**src/rtl/rhythm_pkg.sv**
```systemverilog
// rhythm_pkg: judge/state codes and saturating add shared by the rhythm judge core
package rhythm_pkg;
  typedef enum logic [1:0] {J_NONE = 2'd0, J_MISS = 2'd1, J_GOOD = 2'd2, J_PERFECT = 2'd3} judge_t;
  typedef enum logic [1:0] {S_IDLE = 2'd0, S_PLAY = 2'd1, S_RESULT = 2'd2} state_t;
  function automatic logic [31:0] sat_add(input logic [31:0] a, input logic [31:0] b, input int w);
    logic [32:0] s, m;
    s = {1'b0, a} + {1'b0, b};
    m = (33'd1 << w) - 33'd1;
    return s > m ? m[31:0] : s[31:0];
  endfunction
endpackage

```
**src/rtl/rhythm_judge_core_if.sv**
```systemverilog
// rhythm_judge_core_if: game-control, track event and judgement/score signals of the judge core
interface rhythm_judge_core_if #(
  parameter int N_TRACKS = 4,
  parameter int SCORE_W  = 16,
  parameter int COMBO_W  = 10
);
  logic                i_tick, i_start, i_restart, i_song_end;
  logic [N_TRACKS-1:0] i_btn, i_zone_perf, i_zone_good, i_miss;
  logic [1:0]          o_state;
  logic                o_run;
  logic [N_TRACKS-1:0] o_clr_perf, o_clr_good;
  logic [1:0]          o_judge, o_judge_hold;
  logic [SCORE_W-1:0]  o_score;
  logic [COMBO_W-1:0]  o_combo, o_max_combo;
  modport master (
    output i_tick, i_start, i_restart, i_song_end, i_btn, i_zone_perf, i_zone_good, i_miss,
    input  o_state, o_run, o_clr_perf, o_clr_good, o_judge, o_judge_hold, o_score, o_combo, o_max_combo
  );
  modport slave (
    input  i_tick, i_start, i_restart, i_song_end, i_btn, i_zone_perf, i_zone_good, i_miss,
    output o_state, o_run, o_clr_perf, o_clr_good, o_judge, o_judge_hold, o_score, o_combo, o_max_combo
  );
endinterface

```
**src/rtl/track_judge.sv**
```systemverilog
// track_judge: combinational per-track classification of a press or miss against the note zones
module track_judge
  import rhythm_pkg::*;
(
  input  logic   btn,
  input  logic   zone_perf,
  input  logic   zone_good,
  input  logic   miss,
  output judge_t judge,
  output logic   clr_perf,
  output logic   clr_good
);
  assign clr_perf = btn & zone_perf;
  assign clr_good = btn & ~zone_perf & zone_good;
  assign judge = clr_perf ? J_PERFECT : clr_good ? J_GOOD : miss ? J_MISS : J_NONE;
endmodule

```
**src/rtl/rhythm_judge_core.sv**
```systemverilog
// rhythm_judge_core: game-flow FSM plus N-track judgement, score, combo and judge-hold registers
module rhythm_judge_core
  import rhythm_pkg::*;
#(
  parameter int N_TRACKS   = 4,
  parameter int SCORE_W    = 16,
  parameter int COMBO_W    = 10,
  parameter int PERF_PTS   = 3,
  parameter int GOOD_PTS   = 1,
  parameter int HOLD_TICKS = 500
) (
  input logic clk,
  input logic rst,
  rhythm_judge_core_if.slave bus
);
  localparam int HW = $clog2(HOLD_TICKS + 1);
  localparam int CW = $clog2(N_TRACKS + 1);
  judge_t              jd [N_TRACKS];
  logic [N_TRACKS-1:0] cp, cg;
  state_t              state;
  logic [HW-1:0]       hcnt;
  logic                active, any_miss;
  logic [CW-1:0]       n_perf, n_good;
  judge_t              worst;
  logic [31:0]         pts, gain, new_combo;
  for (genvar g = 0; g < N_TRACKS; g++) begin : g_trk
    track_judge u_tj (
      .btn(bus.i_btn[g]), .zone_perf(bus.i_zone_perf[g]), .zone_good(bus.i_zone_good[g]),
      .miss(bus.i_miss[g]), .judge(jd[g]), .clr_perf(cp[g]), .clr_good(cg[g])
    );
  end
  // events in the cycle that leaves PLAY are dropped, so nothing is judged outside PLAY
  assign active = state == S_PLAY && !bus.i_restart && !bus.i_song_end;
  assign bus.o_state = state;
  always_comb begin
    n_perf = '0;
    n_good = '0;
    any_miss = 1'b0;
    for (int k = 0; k < N_TRACKS; k++) begin
      n_perf = n_perf + CW'(jd[k] == J_PERFECT);
      n_good = n_good + CW'(jd[k] == J_GOOD);
      any_miss = any_miss | (jd[k] == J_MISS);
    end
    worst = any_miss ? J_MISS : n_good != '0 ? J_GOOD : n_perf != '0 ? J_PERFECT : J_NONE;
    gain = 32'(n_perf) + 32'(n_good);
    pts = 32'(PERF_PTS) * 32'(n_perf) + 32'(GOOD_PTS) * 32'(n_good);
    new_combo = sat_add(any_miss ? 32'd0 : 32'(bus.o_combo), gain, COMBO_W);
  end
  always_ff @(posedge clk or posedge rst) begin
    if (rst) begin
      state            <= S_IDLE;
      hcnt             <= '0;
      bus.o_run        <= 1'b0;
      bus.o_clr_perf   <= '0;
      bus.o_clr_good   <= '0;
      bus.o_judge      <= J_NONE;
      bus.o_judge_hold <= J_NONE;
      bus.o_score      <= '0;
      bus.o_combo      <= '0;
      bus.o_max_combo  <= '0;
    end else begin
      bus.o_judge    <= active ? worst : J_NONE;
      bus.o_clr_perf <= active ? cp : '0;
      bus.o_clr_good <= active ? cg : '0;
      if (active) begin
        bus.o_score <= SCORE_W'(sat_add(32'(bus.o_score), pts, SCORE_W));
        bus.o_combo <= COMBO_W'(new_combo);
        if (new_combo > 32'(bus.o_max_combo)) bus.o_max_combo <= COMBO_W'(new_combo);
      end
      if (active && worst != J_NONE) begin
        bus.o_judge_hold <= worst;
        hcnt             <= HW'(HOLD_TICKS);
      end else if (bus.i_tick && hcnt != '0) begin
        hcnt <= hcnt - HW'(1);
        if (hcnt == HW'(1)) bus.o_judge_hold <= J_NONE;
      end
      case (state)
        S_IDLE: if (bus.i_start) begin
          state           <= S_PLAY;
          bus.o_run       <= 1'b1;
          bus.o_score     <= '0;
          bus.o_combo     <= '0;
          bus.o_max_combo <= '0;
        end
        S_PLAY: if (bus.i_restart || bus.i_song_end) begin
          state            <= bus.i_restart ? S_IDLE : S_RESULT;
          bus.o_run        <= 1'b0;
          bus.o_judge_hold <= J_NONE;
          hcnt             <= '0;
        end
        S_RESULT: if (bus.i_restart) state <= S_IDLE;
        default: state <= S_IDLE;
      endcase
    end
  end
endmodule
```
**src/flat_wrapper.sv**
```systemverilog
// flat-port wrapper written by rule: the top's interface ports become plain ports
module rhythm_judge_core_flat import rhythm_pkg::*;
#(
  parameter int N_TRACKS   = 4,
  parameter int SCORE_W    = 16,
  parameter int COMBO_W    = 10,
  parameter int PERF_PTS   = 3,
  parameter int GOOD_PTS   = 1,
  parameter int HOLD_TICKS = 500
)
  (clk, rst, bus_i_tick, bus_i_start, bus_i_restart, bus_i_song_end, bus_i_btn, bus_i_zone_perf, bus_i_zone_good, bus_i_miss, bus_o_state, bus_o_run, bus_o_clr_perf, bus_o_clr_good, bus_o_judge, bus_o_judge_hold, bus_o_score, bus_o_combo, bus_o_max_combo);
  rhythm_judge_core_if #(.N_TRACKS(N_TRACKS), .SCORE_W(SCORE_W), .COMBO_W(COMBO_W)) bus_i ();
  input logic clk;
  input logic rst;
  input wire logic [$bits(bus_i.i_tick)-1:0] bus_i_tick;
  input wire logic [$bits(bus_i.i_start)-1:0] bus_i_start;
  input wire logic [$bits(bus_i.i_restart)-1:0] bus_i_restart;
  input wire logic [$bits(bus_i.i_song_end)-1:0] bus_i_song_end;
  input wire logic [$bits(bus_i.i_btn)-1:0] bus_i_btn;
  input wire logic [$bits(bus_i.i_zone_perf)-1:0] bus_i_zone_perf;
  input wire logic [$bits(bus_i.i_zone_good)-1:0] bus_i_zone_good;
  input wire logic [$bits(bus_i.i_miss)-1:0] bus_i_miss;
  output wire logic [$bits(bus_i.o_state)-1:0] bus_o_state;
  output wire logic [$bits(bus_i.o_run)-1:0] bus_o_run;
  output wire logic [$bits(bus_i.o_clr_perf)-1:0] bus_o_clr_perf;
  output wire logic [$bits(bus_i.o_clr_good)-1:0] bus_o_clr_good;
  output wire logic [$bits(bus_i.o_judge)-1:0] bus_o_judge;
  output wire logic [$bits(bus_i.o_judge_hold)-1:0] bus_o_judge_hold;
  output wire logic [$bits(bus_i.o_score)-1:0] bus_o_score;
  output wire logic [$bits(bus_i.o_combo)-1:0] bus_o_combo;
  output wire logic [$bits(bus_i.o_max_combo)-1:0] bus_o_max_combo;
  assign bus_i.i_tick = bus_i_tick;
  assign bus_i.i_start = bus_i_start;
  assign bus_i.i_restart = bus_i_restart;
  assign bus_i.i_song_end = bus_i_song_end;
  assign bus_i.i_btn = bus_i_btn;
  assign bus_i.i_zone_perf = bus_i_zone_perf;
  assign bus_i.i_zone_good = bus_i_zone_good;
  assign bus_i.i_miss = bus_i_miss;
  assign bus_o_state = bus_i.o_state;
  assign bus_o_run = bus_i.o_run;
  assign bus_o_clr_perf = bus_i.o_clr_perf;
  assign bus_o_clr_good = bus_i.o_clr_good;
  assign bus_o_judge = bus_i.o_judge;
  assign bus_o_judge_hold = bus_i.o_judge_hold;
  assign bus_o_score = bus_i.o_score;
  assign bus_o_combo = bus_i.o_combo;
  assign bus_o_max_combo = bus_i.o_max_combo;
  rhythm_judge_core #(.N_TRACKS(N_TRACKS), .SCORE_W(SCORE_W), .COMBO_W(COMBO_W), .PERF_PTS(PERF_PTS), .GOOD_PTS(GOOD_PTS), .HOLD_TICKS(HOLD_TICKS)) u_core (.clk(clk), .rst(rst), .bus(bus_i));
endmodule
```
**config.mk**
```make
export PLATFORM = sky130hd
export DESIGN_NAME = rhythm_judge_core_flat
export DESIGN_NICKNAME = d
export VERILOG_FILES = /design/src/rtl/rhythm_pkg.sv /design/src/rtl/rhythm_judge_core_if.sv /design/src/rtl/track_judge.sv /design/src/rtl/rhythm_judge_core.sv /design/src/flat_wrapper.sv
export SDC_FILE = /design/constraint.sdc
export NUM_CORES = 1
export LEC_CHECK = 0
export CAP_MARGIN = 20
export CORE_MARGIN = 5
export CORE_UTILIZATION = 53
export DETAILED_ROUTE_END_ITERATION = 10
export PLACE_DENSITY = 0.82
export SYNTH_ARGS = -nofsm -noshare
export SYNTH_HDL_FRONTEND = slang
export SYNTH_HIERARCHICAL = 1
export SYNTH_SLANG_ARGS = --single-unit
export TNS_END_PERCENT = 50
```
**constraint.sdc**
```tcl
create_clock -name clk -period 5.3 [get_ports clk]
set_input_delay 0.53 -clock clk [delete_from_list [all_inputs] [get_ports clk]]
set_output_delay 0.53 -clock clk [all_outputs]
set_load 0.01 [all_outputs]
```
-- Word level (Yosys, flattened, before mapping)
Cells that the tools add are included.
- order comparisons: 3
- equal/unequal tests: 18
- add/subtract/negate cells: 11
- mux-type cells: 48
- divide/modulo/power cells: 0
- multiply operators: 1
- shifts and indexed selects: 0
- reductions and logical operators: 15
- bitwise gates (word level): 19
- operators by type and width (kind ; count):
    10-bit two-way mux ; 8
    16-bit two-way mux ; 4
    2-bit two-way mux ; 21
    9-bit two-way mux ; 4
    32-bit by 32-bit adder with 33-bit output ; 1
    33-bit by 10-bit greater-than comparator with 1-bit output (second input constant) ; 1
    33-bit by 16-bit greater-than comparator with 1-bit output (second input constant) ; 1
    32-bit by 10-bit greater-than comparator with 1-bit output ; 1
    32-bit two-way mux ; 1
    2-bit == test (second input constant) ; 9
    16-bit by 6-bit adder with 17-bit output ; 1
    3-bit by 1-bit adder with 3-bit output ; 4
    1-bit AND ; 12
    2-bit by 1-bit == test with 1-bit output (second input constant) ; 5
    9-bit by 1-bit == test with 1-bit output (second input constant) ; 1
    9-bit nonzero test ; 1
    9-bit by 1-bit subtractor with 9-bit output (second input constant) ; 1
    4-bit two-way mux ; 2
    5-bit by 3-bit adder with 6-bit output ; 1
    1-bit two-way mux ; 6
    2-bit inequality test (second input constant) ; 3
    2-bit case mux with 3 select lines ; 1
    3-bit AND reduction ; 2
    3-bit nonzero test ; 2
    11 further kinds ; 22
- register bits after elaboration: 60
- bits in read-only memories: 0
- memories: 0
- input port bits: 22
- memory bits (writable): 0
- output and inout bits: 51
- latch bits: 0

-- Longest topological paths before layout
- depth in word-level cells: 18
- mapped depth: 22

-- Hierarchy
Netlist, hierarchy kept.
- modules (own cells, without submodules) (module ; area each (um2) ; times used ; seq. area each (um2) ; cells each):
    rhythm_judge_core ; 3910.0 ; 1 ; 1501.4 ; 415
    track_judge ; 31.3 ; 4 ; 0.0 ; 5

-- Least setup slack after synthesis
No wires, ideal clock.
- path kind: in2reg
- start: input bus_i_zone_perf[0]
- end: register u_core.bus.o_max_combo[2]
- path slack: 27 ps
- arrival: 5148 ps
- setup time: 125 ps
- data required time: 5175 ps
- stages on the path: 22
- cell sequence: and2_4 -> a21o_1 -> nand2b_1 -> fa_1 -> inv_1 -> ha_1 -> ha_1 -> xor2_1 -> ha_1 -> ha_1 -> inv_1 -> fa_1 -> nor2b_1 -> o2111ai_1 -> xor2_1 -> a21oi_1 -> ha_1 -> and3_1 -> nand3_1 -> a31oi_1 -> o221ai_2 -> mux2_2
- RTL lines (element ; line ; RTL):
    start, declared ; flat_wrapper.sv:20 ; input wire logic [$bits(bus_i.i_zone_perf)-1:0] bus_i_zone_perf;
    end signal, assigned ; rhythm_judge_core.sv:68 ; if (new_combo > 32'(bus.o_max_combo)) bus.o_max_combo <= COMBO_W'(new_combo);
    end, declared ; rhythm_judge_core_if.sv:21 ; output o_state, o_run, o_clr_perf, o_clr_good, o_judge, o_judge_hold, o_score, o_combo, o_max_combo

==> metrics.csv <==
stage;metric;value;unit
global_routing;grt-ovfl-total;0;
global_routing;grt_start_max_net_pins;61;
final_layout;utilization;75.8;%
critical_path;critPathSlowestCell;fa_1;
timing;fin_tns_setup;0;ps
placement;pre_cts_ws;-559;ps
timing;fin_crit_sh;98.1;%
logic_synthesis;synth_nets;498;
clock_tree;path_clk_slew;60;ps
power_and_ir_drop;p_per_area;278;nW/um^2
detailed_routing;drt_iter0_markers;380;
logic_synthesis;yosysWarnings;6;
global_routing;grt_pass1_wl;17400;microns
timing;worstMarginPinSlew;1120;ps
timing;fmax;192;MHz
timing;clock_skew;6.79;ps
power_and_ir_drop;irDropWorstVdd;0.147;mV
floorplan;core;7330;sq um
logic_synthesis;synth.ff_latch_count;60;
placement;dpl.cell_count;625;
power_and_ir_drop;comb_power_share;38.3;%
timing;whs;539;ps
job;cap_violations;0;
floorplan;num_rows;31;
detailed_routing;post-route-drc-count;0;
floorplan;dieArea;9460;sq um
clock_tree;cts_tree;built;
global_routing;antenna_found_initial;0;
final_layout;regArea;1500;sq um
logic_synthesis;yosysSeqAreaShare;37.2;%
detailed_routing;postRouteAntennaNets;0;
timing;min_period;5200;ps
critical_path;endpoint_kind;flip-flop;
timing;hold_violations;0;
detailed_routing;vias_per_cell;5.98;
final_layout;mostFrequentLayoutCells;63 x clkdlybuf4s50_1, 60 x dfrtp_1, 40 x inv_1;
critical_path;critical_path_class;primary input to flip-flop;
floorplan;die_x;97.3;microns
power_and_ir_drop;p_sw_share;35.1;%
clock_tree;clk_path_buf_depth;2;
power_and_ir_drop;p_leak;2.63;nW
clock_tree;clock_latency;340;ps
critical_path;cpPeakStageDelay;540;ps
power_and_ir_drop;power.switching;541;uW
critical_path;critPathBufInv;4;
final_layout;syn_to_final_growth;37.7;%
critical_path;arrival;5410;ps
detailed_routing;vias;3854;
final_layout;nFillCells;466;
placement;gp_congestion;0.892;
timing;maxSlewViolCount;0;
logic_synthesis;syn_avg_cell_area;9.28;sq um
final_layout;stdcell_count;644;
logic_synthesis;postSynth.asyncResetShare;100;%
detailed_routing;wirelength;11600;microns
floorplan;start_util;55.0;%
outcome;outcome;complete, no violations;
detailed_routing;drt-wirelength-per-cell;18.1;microns
clock_tree;clockRootBuffer;clkbuf_8;
final_layout;drive_gt1_share;18.7;%
detailed_routing;firstDrtPassIters;5;
critical_path;worstSetupStartpointType;primary input;
global_routing;grt_usage;22.3;%
critical_path;path_cells;clkdlybuf4s50_1 > a21o_1 > nand2_1 > fa_1 > inv_1 > ha_2 > ha_4 > xor2_2 > ha_1 > ha_2 > inv_1 > fa_2 > nor2b_4 > o211ai_1 > nor2b_4 > nor4_4 > ha_4 > a21oi_2 > o21ai_1 > o221ai_2 > buf_6 > mux2_2;
timing;fin_ws;98.9;ps
placement;io_buffers;72;
timing;relSlewSlack;25.4;%
power_and_ir_drop;pwr-share-seq;37.1;%
clock_tree;clock-sinks;60;
logic_synthesis;yosysUniqueCellTypes;54;
final_layout;multiInputGateArea;2560;sq um
min_path;hp-class;flip-flop to flip-flop;
final_layout;final_common_cell;clkdlybuf4s50_1;
power_and_ir_drop;internal-power;1.00;mW
logic_synthesis;synth-edff-count;0;
timing;finalSetupViolCount;0;
critical_path;critical_path.top_delay_family;adder cells;
clock_tree;htree_levels;3;
clock_tree;cts_buffers;9;
placement;dp_hpwl;7510;microns
floorplan;pin_count;73;
clock_tree;cts_hold_buf;0;
critical_path;critical_path_required;5510;ps
logic_synthesis;netlist_area;4040;sq um
power_and_ir_drop;clkPwrFrac;24.6;%
logic_synthesis;synth-main-ff-cell;dfrtp_1;
final_layout;final_nets;603;
final_layout;diodes;0;
logic_synthesis;syn_inst;435;
global_routing;grt_pass1_vias;3767;
critical_path;cp_max_fo;6;
floorplan;die_h;97.3;microns
kinds of logic after synthesis:
kind of cell / after synthesis / share of synthesized area, %
compound gates: 108 / 18.2
xor+xnor: 14 / 3.04
fa+ha+maj: 41 / 14.4
buf+inv: 57 / 5.33
flops: 60 / 37.2
mux: 10 / 2.67
simple gates: 145 / 19.1
sequential cells by signal (all words and copies together), names as in the netlist:
name                     count
u_core/bus.o_score          16
u_core/bus.o_judge_hold      2
u_core/bus.o_judge           2
u_core/bus.o_clr_good        4
u_core/bus.o_clr_perf        4
u_core/bus.o_combo          10
u_core/bus.o_state           2
u_core/bus.o_max_combo      10
u_core/bus.o_run             1
u_core/hcnt                  9
through the flow:
stage	total power [mW]	area [sq um]
3_5_place_dp	1.14	5090
5_1_grt	1.64	5560
3_3_place_gp	1.12	5090
2_1_floorplan	0.929	4040
4_1_cts	1.52	5330
6_report	1.54	5560
synthesized netlist by cell type (all sizes together), types with 4 or more instances:
master,number,area share (%)
dfrtp,60,37
inv,41,3.8
ha,32,9.9
a21oi,29,3.6
nor2,29,2.7
nand2,28,2.8
and2,19,3.2
o21ai,17,2.1
clkbuf,14,1.3
nand3,14,1.7
nor3,14,1.9
a211oi,11,2.0
a21o,10,1.9
nand2b,10,1.6
a31oi,9,1.4
fa,9,4.5
xor2,9,2.0
o21a,8,1.5
mux2,6,1.7
nand4,6,0.93
and3,5,0.78
xnor2,5,1.1
mux2i,4,0.99
nor2b,4,0.62
metal layers:
metal	track usage, %	vias up	part of all wire (%)
li1	-	1760	-
met1	26.8	1859	41
met2	38.3	181	50
met3	4.95	54	5.8
met4	9.37	0	3.4
met5	0	-	0
path summary, 6_finish.rpt:
path	start	end	slack, ps	cells after the start
setup reg to reg	u_core/bus.o_combo[2]$_DFF_PP0_	u_core/bus.o_max_combo[7]$_DFF_PP0_	1480	14
setup / recovery	bus_i_miss[0]	u_core/bus.o_max_combo[7]$_DFF_PP0_	100	22
max in group asynchronous	rst	u_core/bus.o_combo[4]$_DFF_PP0_	4040	3
min in group asynchronous	rst	u_core/hcnt[1]$_DFF_PP0_	720	3
hold reg to reg	u_core/hcnt[8]$_DFF_PP0_	u_core/hcnt[8]$_DFF_PP0_	540	2
hold / removal	u_core/hcnt[8]$_DFF_PP0_	u_core/hcnt[8]$_DFF_PP0_	540	2
layout make-up:
cell class	instances	share of cell area, %
flip-flops and latches	60	27.0
well taps	99	2.23
clock buffers	15	3.18
repair buffers	110	18.6
clock inverters	1	0.0901
inverters	41	2.77
multi-input cells	318	46.1
what timing repair did:
action	in CTS	in global routing
setup buffers	1	2
setup endpoints to repair	10	10
resized for setup	12	42
pin swaps	7	19
tightest hold or removal path, stage by stage (launching register included):
cell and delay (ps):
dfrtp_1 360, a21oi_1 70, nor2_1 70
power by group through the flow:
stage | logic (mW) | registers (mW) | clock network (mW)
floorplan | 0.350 | 0.579 | 0
global placement | 0.540 | 0.576 | 0
finish | 0.591 | 0.572 | 0.379
global route | 0.649 | 0.580 | 0.406
CTS | 0.567 | 0.572 | 0.385
detailed placement | 0.557 | 0.580 | 0
Power figures use the tool's default switching activity.
